--- src/rtl/mcdf_pkg.sv ---
// Shared definitions for the MCDF formatter receive path: length codes, receiver FSM states and
// the layout of one buffered word.
package mcdf_pkg;

   localparam logic [5:0] LEN4  = 6'd4;
   localparam logic [5:0] LEN8  = 6'd8;
   localparam logic [5:0] LEN16 = 6'd16;
   localparam logic [5:0] LEN32 = 6'd32;

   localparam int unsigned ENTRY_W = 36;

   typedef enum logic [1:0] {IDLE, WAIT_SOP, RECV, DRAIN} rx_state_e;

   typedef struct packed {
      logic [1:0]  child;
      logic        sop;
      logic        eop;
      logic [31:0] data;
   } rx_entry_t;

   // Unknown length codes are treated as the largest packet so the space check stays safe.
   function automatic logic [5:0] len_words(input logic [5:0] len);
      logic [5:0] words;
      case (len)
         LEN4, LEN8, LEN16: words = len;
         default:           words = LEN32;
      endcase
      return words;
   endfunction

endpackage

--- src/rtl/fmt_receiver_if.sv ---
// Formatter request/grant/word stream plus the buffered valid/ready output port.
interface fmt_receiver_if;

   logic        fmt_req;
   logic [1:0]  fmt_child;
   logic [5:0]  fmt_length;
   logic        fmt_grant;
   logic        fmt_start;
   logic [31:0] fmt_data;
   logic        fmt_end;
   logic        o_valid;
   logic        o_ready;
   logic [31:0] o_data;
   logic [1:0]  o_child;
   logic        o_sop;
   logic        o_eop;

   modport master (
      output fmt_req, fmt_child, fmt_length, fmt_start, fmt_data, fmt_end, o_ready,
      input  fmt_grant, o_valid, o_data, o_child, o_sop, o_eop
   );

   modport slave (
      input  fmt_req, fmt_child, fmt_length, fmt_start, fmt_data, fmt_end, o_ready,
      output fmt_grant, o_valid, o_data, o_child, o_sop, o_eop
   );

endinterface

--- src/rtl/rx_fifo.sv ---
// Synchronous show-ahead FIFO; the head entry is presented on rdata_o and reads as zero when empty.
module rx_fifo #(
   parameter  int unsigned DEPTH = 64,
   parameter  int unsigned WIDTH = 36,
   localparam int unsigned AW    = $clog2(DEPTH)
) (
   input  logic             clk_i,
   input  logic             rstn_i,
   input  logic             push_i,
   input  logic [WIDTH-1:0] wdata_i,
   input  logic             pop_i,
   output logic [WIDTH-1:0] rdata_o,
   output logic             full_o,
   output logic             empty_o,
   output logic [AW:0]      count_o
);

   logic [WIDTH-1:0] mem_q [DEPTH];
   logic [AW-1:0]    wptr_q, wptr_d;
   logic [AW-1:0]    rptr_q, rptr_d;
   logic [AW:0]      count_q, count_d;

   always_comb begin
      wptr_d  = wptr_q;
      rptr_d  = rptr_q;
      count_d = count_q;
      if (push_i) wptr_d = wptr_q + 1'b1;
      if (pop_i)  rptr_d = rptr_q + 1'b1;
      case ({push_i, pop_i})
         2'b10:   count_d = count_q + 1'b1;
         2'b01:   count_d = count_q - 1'b1;
         default: count_d = count_q;
      endcase
   end

   always_ff @(posedge clk_i or negedge rstn_i) begin
      if (!rstn_i) begin
         wptr_q  <= '0;
         rptr_q  <= '0;
         count_q <= '0;
      end else begin
         wptr_q  <= wptr_d;
         rptr_q  <= rptr_d;
         count_q <= count_d;
      end
   end

   always_ff @(posedge clk_i) begin
      if (push_i) mem_q[wptr_q] <= wdata_i;
   end

   assign empty_o = (count_q == '0);
   assign full_o  = (count_q == (AW + 1)'(DEPTH));
   assign count_o = count_q;
   assign rdata_o = empty_o ? '0 : mem_q[rptr_q];

endmodule

--- src/rtl/fmt_receiver.sv ---
// Receiving end of the MCDF formatter link: grants a packet only when it fits in the buffer,
// checks its word count against the granted length and streams the words out.
module fmt_receiver
   import mcdf_pkg::*;
#(
   parameter  int unsigned DEPTH    = 64,
   parameter  int unsigned START_TO = 4,
   localparam int unsigned CW       = $clog2(DEPTH) + 1,
   localparam int unsigned TW       = $clog2(START_TO + 1)
) (
   input  logic             clk_i,
   input  logic             rstn_i,
   input  logic             rx_en_i,
   fmt_receiver_if.slave    rx_if,
   output logic [CW-1:0]    free_o,
   output logic             len_err_o,
   output logic             to_err_o
);

   rx_state_e   state_q, state_d;
   logic [1:0]  cur_child_q, cur_child_d;
   logic [5:0]  cur_len_q, cur_len_d;
   logic [5:0]  wcnt_q, wcnt_d;
   logic [TW-1:0] to_cnt_q, to_cnt_d;
   logic        grant_q, grant_d;
   logic        len_err_q, len_err_d;
   logic        to_err_q, to_err_d;

   logic        push_req;
   logic        push;
   logic        pop;
   logic        fifo_full;
   logic        fifo_empty;
   logic [CW-1:0] fifo_count;
   logic [5:0]  wcnt_inc;
   rx_entry_t   wentry;
   rx_entry_t   rentry;

   assign wcnt_inc = wcnt_q + 6'd1;
   assign free_o   = CW'(DEPTH) - fifo_count;

   always_comb begin
      state_d     = state_q;
      cur_child_d = cur_child_q;
      cur_len_d   = cur_len_q;
      wcnt_d      = wcnt_q;
      to_cnt_d    = to_cnt_q;
      grant_d     = 1'b0;
      len_err_d   = 1'b0;
      to_err_d    = 1'b0;
      push_req    = 1'b0;
      wentry      = '{child: cur_child_q, sop: 1'b0, eop: 1'b0, data: rx_if.fmt_data};

      unique case (state_q)
         IDLE: begin
            if (rx_if.fmt_req && rx_en_i && (free_o >= CW'(len_words(rx_if.fmt_length)))) begin
               grant_d     = 1'b1;
               cur_child_d = rx_if.fmt_child;
               cur_len_d   = len_words(rx_if.fmt_length);
               to_cnt_d    = '0;
               state_d     = WAIT_SOP;
            end
         end
         WAIT_SOP: begin
            if (rx_if.fmt_start) begin
               push_req   = 1'b1;
               wentry.sop = 1'b1;
               wentry.eop = rx_if.fmt_end;
               wcnt_d     = 6'd1;
               if (rx_if.fmt_end) begin
                  // A one-word packet is always shorter than any legal length.
                  len_err_d = 1'b1;
                  state_d   = IDLE;
               end else begin
                  state_d = RECV;
               end
            end else if (to_cnt_q == TW'(START_TO - 1)) begin
               to_err_d = 1'b1;
               state_d  = IDLE;
            end else begin
               to_cnt_d = to_cnt_q + 1'b1;
            end
         end
         RECV: begin
            push_req   = 1'b1;
            wcnt_d     = wcnt_inc;
            wentry.eop = rx_if.fmt_end || (wcnt_inc == cur_len_q);
            if (rx_if.fmt_end) begin
               len_err_d = (wcnt_inc != cur_len_q);
               state_d   = IDLE;
            end else if (wcnt_inc == cur_len_q) begin
               // Over-long packet: close it at the granted length and drop the tail.
               len_err_d = 1'b1;
               state_d   = DRAIN;
            end
         end
         DRAIN: begin
            if (rx_if.fmt_end) state_d = IDLE;
         end
         default: state_d = IDLE;
      endcase
   end

   always_ff @(posedge clk_i or negedge rstn_i) begin
      if (!rstn_i) begin
         state_q     <= IDLE;
         cur_child_q <= '0;
         cur_len_q   <= '0;
         wcnt_q      <= '0;
         to_cnt_q    <= '0;
         grant_q     <= 1'b0;
         len_err_q   <= 1'b0;
         to_err_q    <= 1'b0;
      end else begin
         state_q     <= state_d;
         cur_child_q <= cur_child_d;
         cur_len_q   <= cur_len_d;
         wcnt_q      <= wcnt_d;
         to_cnt_q    <= to_cnt_d;
         grant_q     <= grant_d;
         len_err_q   <= len_err_d;
         to_err_q    <= to_err_d;
      end
   end

   assign push = push_req && !fifo_full;
   assign pop  = !fifo_empty && rx_if.o_ready;

   rx_fifo #(
      .DEPTH (DEPTH),
      .WIDTH (ENTRY_W)
   ) u_rx_fifo (
      .clk_i   (clk_i),
      .rstn_i  (rstn_i),
      .push_i  (push),
      .wdata_i (wentry),
      .pop_i   (pop),
      .rdata_o (rentry),
      .full_o  (fifo_full),
      .empty_o (fifo_empty),
      .count_o (fifo_count)
   );

   assign rx_if.fmt_grant = grant_q;
   assign rx_if.o_valid   = !fifo_empty;
   assign rx_if.o_data    = rentry.data;
   assign rx_if.o_child   = rentry.child;
   assign rx_if.o_sop     = rentry.sop;
   assign rx_if.o_eop     = rentry.eop;
   assign len_err_o       = len_err_q;
   assign to_err_o        = to_err_q;

endmodule

--- src/flat_wrapper.sv ---
// flat-port wrapper written by rule: the top's interface ports become plain ports
module fmt_receiver_flat import mcdf_pkg::*;
#(
   parameter  int unsigned DEPTH    = 64,
   parameter  int unsigned START_TO = 4,
   localparam int unsigned CW       = $clog2(DEPTH) + 1,
   localparam int unsigned TW       = $clog2(START_TO + 1)
)
  (clk_i, rstn_i, rx_en_i, free_o, len_err_o, to_err_o, rx_if_fmt_req, rx_if_fmt_child, rx_if_fmt_length, rx_if_fmt_start, rx_if_fmt_data, rx_if_fmt_end, rx_if_o_ready, rx_if_fmt_grant, rx_if_o_valid, rx_if_o_data, rx_if_o_child, rx_if_o_sop, rx_if_o_eop);
  fmt_receiver_if rx_if_i ();
  input  logic clk_i;
  input  logic rstn_i;
  input  logic rx_en_i;
  output logic [CW-1:0] free_o;
  output logic len_err_o;
  output logic to_err_o;
  input wire logic [$bits(rx_if_i.fmt_req)-1:0] rx_if_fmt_req;
  input wire logic [$bits(rx_if_i.fmt_child)-1:0] rx_if_fmt_child;
  input wire logic [$bits(rx_if_i.fmt_length)-1:0] rx_if_fmt_length;
  input wire logic [$bits(rx_if_i.fmt_start)-1:0] rx_if_fmt_start;
  input wire logic [$bits(rx_if_i.fmt_data)-1:0] rx_if_fmt_data;
  input wire logic [$bits(rx_if_i.fmt_end)-1:0] rx_if_fmt_end;
  input wire logic [$bits(rx_if_i.o_ready)-1:0] rx_if_o_ready;
  output wire logic [$bits(rx_if_i.fmt_grant)-1:0] rx_if_fmt_grant;
  output wire logic [$bits(rx_if_i.o_valid)-1:0] rx_if_o_valid;
  output wire logic [$bits(rx_if_i.o_data)-1:0] rx_if_o_data;
  output wire logic [$bits(rx_if_i.o_child)-1:0] rx_if_o_child;
  output wire logic [$bits(rx_if_i.o_sop)-1:0] rx_if_o_sop;
  output wire logic [$bits(rx_if_i.o_eop)-1:0] rx_if_o_eop;
  assign rx_if_i.fmt_req = rx_if_fmt_req;
  assign rx_if_i.fmt_child = rx_if_fmt_child;
  assign rx_if_i.fmt_length = rx_if_fmt_length;
  assign rx_if_i.fmt_start = rx_if_fmt_start;
  assign rx_if_i.fmt_data = rx_if_fmt_data;
  assign rx_if_i.fmt_end = rx_if_fmt_end;
  assign rx_if_i.o_ready = rx_if_o_ready;
  assign rx_if_fmt_grant = rx_if_i.fmt_grant;
  assign rx_if_o_valid = rx_if_i.o_valid;
  assign rx_if_o_data = rx_if_i.o_data;
  assign rx_if_o_child = rx_if_i.o_child;
  assign rx_if_o_sop = rx_if_i.o_sop;
  assign rx_if_o_eop = rx_if_i.o_eop;
  fmt_receiver #(.DEPTH(DEPTH), .START_TO(START_TO)) u_core (.clk_i(clk_i), .rstn_i(rstn_i), .rx_en_i(rx_en_i), .rx_if(rx_if_i), .free_o(free_o), .len_err_o(len_err_o), .to_err_o(to_err_o));
endmodule
--- config.mk ---
export PLATFORM = sky130hd
export DESIGN_NAME = fmt_receiver_flat
export DESIGN_NICKNAME = d
export VERILOG_FILES = /design/src/rtl/mcdf_pkg.sv /design/src/rtl/fmt_receiver_if.sv /design/src/rtl/rx_fifo.sv /design/src/rtl/fmt_receiver.sv /design/src/flat_wrapper.sv
export SDC_FILE = /design/constraint.sdc
export NUM_CORES = 2
export LEC_CHECK = 0
export BUFFER_PORTS_ARGS = -buffer_cell sky130_fd_sc_hd__buf_2
export CAP_MARGIN = 10
export CELL_PAD_IN_SITES_DETAIL_PLACEMENT = 1
export CELL_PAD_IN_SITES_GLOBAL_PLACEMENT = 2
export CORE_UTILIZATION = 40
export DETAILED_ROUTE_END_ITERATION = 8
export GPL_ROUTABILITY_DRIVEN = 0
export PLACE_DENSITY = 0.67
export SYNTH_ARGS = -nofsm -noshare
export SYNTH_HDL_FRONTEND = slang
export SYNTH_SLANG_ARGS = --single-unit
--- constraint.sdc ---
create_clock -name clk_i -period 6.45 [get_ports clk_i]
set_input_delay 0.3225 -clock clk_i [delete_from_list [all_inputs] [get_ports clk_i]]
set_output_delay 0.3225 -clock clk_i [all_outputs]
set_load 0.05 [all_outputs]
==> results.json <==
{
  "yosysTopAreaCell": "edfxtp_1",
  "fp.dieH_um": 479,
  "cp-start-kind": "register",
  "cts_buffers": 235,
  "crit_fanout": 16,
  "rr_startpoint": "u_core.state_q[0]$_DFFE_PN0P_",
  "yosysWarnings": 0,
  "power_density_nw_per_um2": 447,
  "finalCritPeriodShare_pct": 81.4,
  "synth_area_leaders": "edfxtp_1 76%, mux4_2 14%, mux2i_1 2.2%",
  "finalCriticalPeriod_ns": 5.25,
  "crit_required_ns": 6.13,
  "ant_nets": 0,
  "drtIter0Drc": 5745,
  "syn_area_sq_um": 90900,
  "synth_flop_cell": "edfxtp_1",
  "synth_cell_types": 71,
  "die_x_um": 479,
  "hold_viol": 0,
  "layout_commonest_cell": "edfxtp_1",
  "portBuffers": 93,
  "clock_path_buffers": 3,
  "fin_util_pct": 46.0,
  "tightest_slew_ns": 1.38,
  "p_sw_share_pct": 34.9,
  "switchingPower_w": 0.0162,
  "end_kind": "output port",
  "ctsRootBufferMaster": "clkbuf_16",
  "setup_viol": 0,
  "die_area_sq_um": 229000,
  "ir_drop_mv": 0.518,
  "yosys.area.top_type_share_pct": 76.1,
  "syn-mean-instance-area_sq_um": 22.4,
  "seq_area_frac_synth_pct": 77.3,
  "grt_pass1_wl_mm": 358,
  "crit_path_start": "u_core.u_rx_fifo.count_o[0]$_DFFE_PN0P_",
  "hold_class": "in2reg",
  "ys_ff_latch": 2345,
  "fin_nets": 4453,
  "ctsResizeCount": 0,
  "insertion_delay_ns": 0.87,
  "antenna_found_initial": 21,
  "pwr-share-clk_pct": 28.8,
  "layout_common_cells": "2304 x edfxtp_1, 559 x mux4_2, 239 x clkbuf_16",
  "slew_viol_final": 0,
  "worst_slew_margin_rel_pct": 7.81,
  "clkTransAtPathRegs_ns": 0.06,
  "outcome": "finished clean",
  "firstDrtPassIters": 5,
  "drive_gt1_share_pct": 28.0,
  "io_pins": 94,
  "gr-total-overflow": 0,
  "internal-power_w": 0.0302,
  "fmax_ghz": 0.191,
  "power_frac_seq_pct": 37.9,
  "dp_hpwl_mm": 156,
  "r2r-end": "u_core.u_rx_fifo.mem_q[26][6]$_DFFE_PP_",
  "cts_tree": "built",
  "synth_edf_count": 2304,
  "grt_pass1_vias": 44900,
  "numClockSinks": 2345,
  "p_leak_nw": 32.6,
  "syn_nets": 4132,
  "wl_mm": 256,
  "combPwrFrac_pct": 33.4,
  "rsz0062_at_grt": "false",
  "avgRoutedWirePerCell_um": 33.7,
  "fin_tns_setup_ns": 0,
  "finalPower_w": 0.0464,
  "vias": 44500,
  "viasPerCell": 5.87,
  "rows": 174,
  "max_cap_violations": 0,
  "reg2reg_slack_ns": 1.57,
  "r2r_cells": 9,
  "synthCells": 4061,
  "drc": 0,
  "timing.critical_path.to": "rx_if_o_data[5]",
  "finClkSkew_ns": 0.0457,
  "core_sq_um": 225000,
  "grt_start_max_net_pins": 119,
  "gr-usage-all-layers_pct": 22.3,
  "arrival_ns": 4.93,
  "area_growth_pct": 14.0,
  "synthArstFlopShare_pct": 1.75,
  "critPathKind": "reg2out",
  "fillCellCount": 20300,
  "htree_levels": 4,
  "initial_core_util_pct": 40.3
}
==> how the worst min path moves through the flow <==
stage / startpoint / to / cells past startpoint
after CTS: rx_if_fmt_data[25] / u_core.u_rx_fifo.mem_q[50][25]$_DFFE_PP_ / 1
final: rx_if_fmt_data[25] / u_core.u_rx_fifo.mem_q[50][25]$_DFFE_PP_ / 1
after floorplan: rstn_i / u_core.cur_child_q[0]$_DFFE_PN0P_ / 0
after global routing: rx_if_fmt_data[25] / u_core.u_rx_fifo.mem_q[50][25]$_DFFE_PP_ / 1
after global placement: rstn_i / u_core.cur_len_q[3]$_DFFE_PN0P_ / 2
after detailed placement: rstn_i / u_core.cur_len_q[0]$_DFFE_PN0P_ / 2
==> area by class of cell <==
| class | instances | area, sq um | share of cell area (%) |
|---|---|---|---|
| flip-flops and latches | 2345 | 70200 | 67.8 |
| multi-input cells | 1476 | 19700 | 19.0 |
| clock buffers | 290 | 6170 | 5.96 |
| well taps | 2992 | 3740 | 3.61 |
| repair buffers | 304 | 2360 | 2.28 |
| clock inverters | 148 | 1310 | 1.27 |
| inverters | 20 | 77.6 | 0.0748 |
| diodes | 8 | 20.0 | 0.0193 |
==> per-layer routing <==
metal  GRT usage [%]  vias to the layer above  share of wire [%]  wire length (um)
li1                -                    17900                  -                 -
met1            34.3                    24500                 45            115000
met2            33.9                     1840                 46            118000
met3            3.36                      257                7.4             19000
met4            4.00                        2                1.5              3720
met5               0                        -             0.0051                13
==> worst max-delay path: stages (launching register included) <==
cell and delay (ns):
dfrtp_1 0.41, inv_1 0.14, ha_1 0.26, nor2b_1 0.17, nand3b_1 0.41, nand2_2 0.59
nor3_1 0.86, nor2_1 0.11, o21ai_1 0.69, buf_2 0.40
==> metrics by stage <==
| stage | setup slack (ns) | hold slack (ns) | instances | instance area (sq um) |
|---|---|---|---|---|
| after CTS | 1.18 | 0.0452 | 7573 | 104000 |
| after global routing | 1.02 | 0.0869 | 7576 | 104000 |
| final | 1.20 | 0.0799 | 7583 | 104000 |
| after global placement | 1.67 | 0.459 | 7115 | 95900 |
| after floorplan | 2.12 | 0.0269 | 4061 | 90900 |
| after detailed placement | 1.55 | 0.466 | 7115 | 95900 |
==> power groups by stage <==
stage | Clock (W) | Sequential, W | Combinational [W]
floorplan | 0 | 0.0176 | 0.00974
global placement | 0 | 0.0179 | 0.0154
detailed placement | 0 | 0.0179 | 0.0155
CTS | 0.0136 | 0.0175 | 0.0156
global route | 0.0141 | 0.0176 | 0.0161
finish | 0.0134 | 0.0175 | 0.0155
==> synthesized netlist by cell type, drive strengths merged, types with 5 or more instances <==
master and count:
a211oi 17, xor2 14, clkbuf 54, nor2 111, a22oi 45, and2 7, buf 166, inv 20
nor4 7, a21o 5, o221ai 9, mux4 559, nand3 21, nand4 9, nor3 22, mux2 18
a311oi 6, o41ai 5, ha 23, nand2b 18, a2111oi 9, a21oi 22, nor2b 19, xnor2 13
o22ai 59, a221oi 23, a31oi 5, dfrtp 41, nand2 103, nand3b 7, a22o 11, o211ai 9
edfxtp 2304, o21ai 45, o31ai 14, mux2i 197
==> flip-flops by register name, indices dropped and copies added, names as in the netlist <==
signal,flops
u_core.rx_if.fmt_grant,1
u_core.u_rx_fifo.rptr_q,6
u_core.wcnt_q,6
u_core.state_q,2
u_core.u_rx_fifo.count_o,7
u_core.len_err_o,1
u_core.u_rx_fifo.mem_q,2304
u_core.to_err_o,1
u_core.u_rx_fifo.wptr_q,6
u_core.to_cnt_q,3
u_core.cur_len_q,6
u_core.cur_child_q,2
==> logic make-up (layout without fill, tap and decap cells) <==
group	Yosys count	count (layout)	share of synthesized area (%)
AO/OA/AOI/OAI	306	306	2.46
adder cells (fa/ha/maj)	24	24	0.339
flip-flops	2345	2345	77.3
multiplexers	774	774	16.2
AND/OR/NAND/NOR	343	343	1.77
other	2	10	0.00826
XOR/XNOR	27	27	0.260
buffers and inverters	240	762	1.67
==> what timing repair did <==
action                                 CTS  global route
endpoints found under the hold margin   59            16
setup buffers                            0             0
hold buffers                            20             1
(Power assumes the default switching activity.)
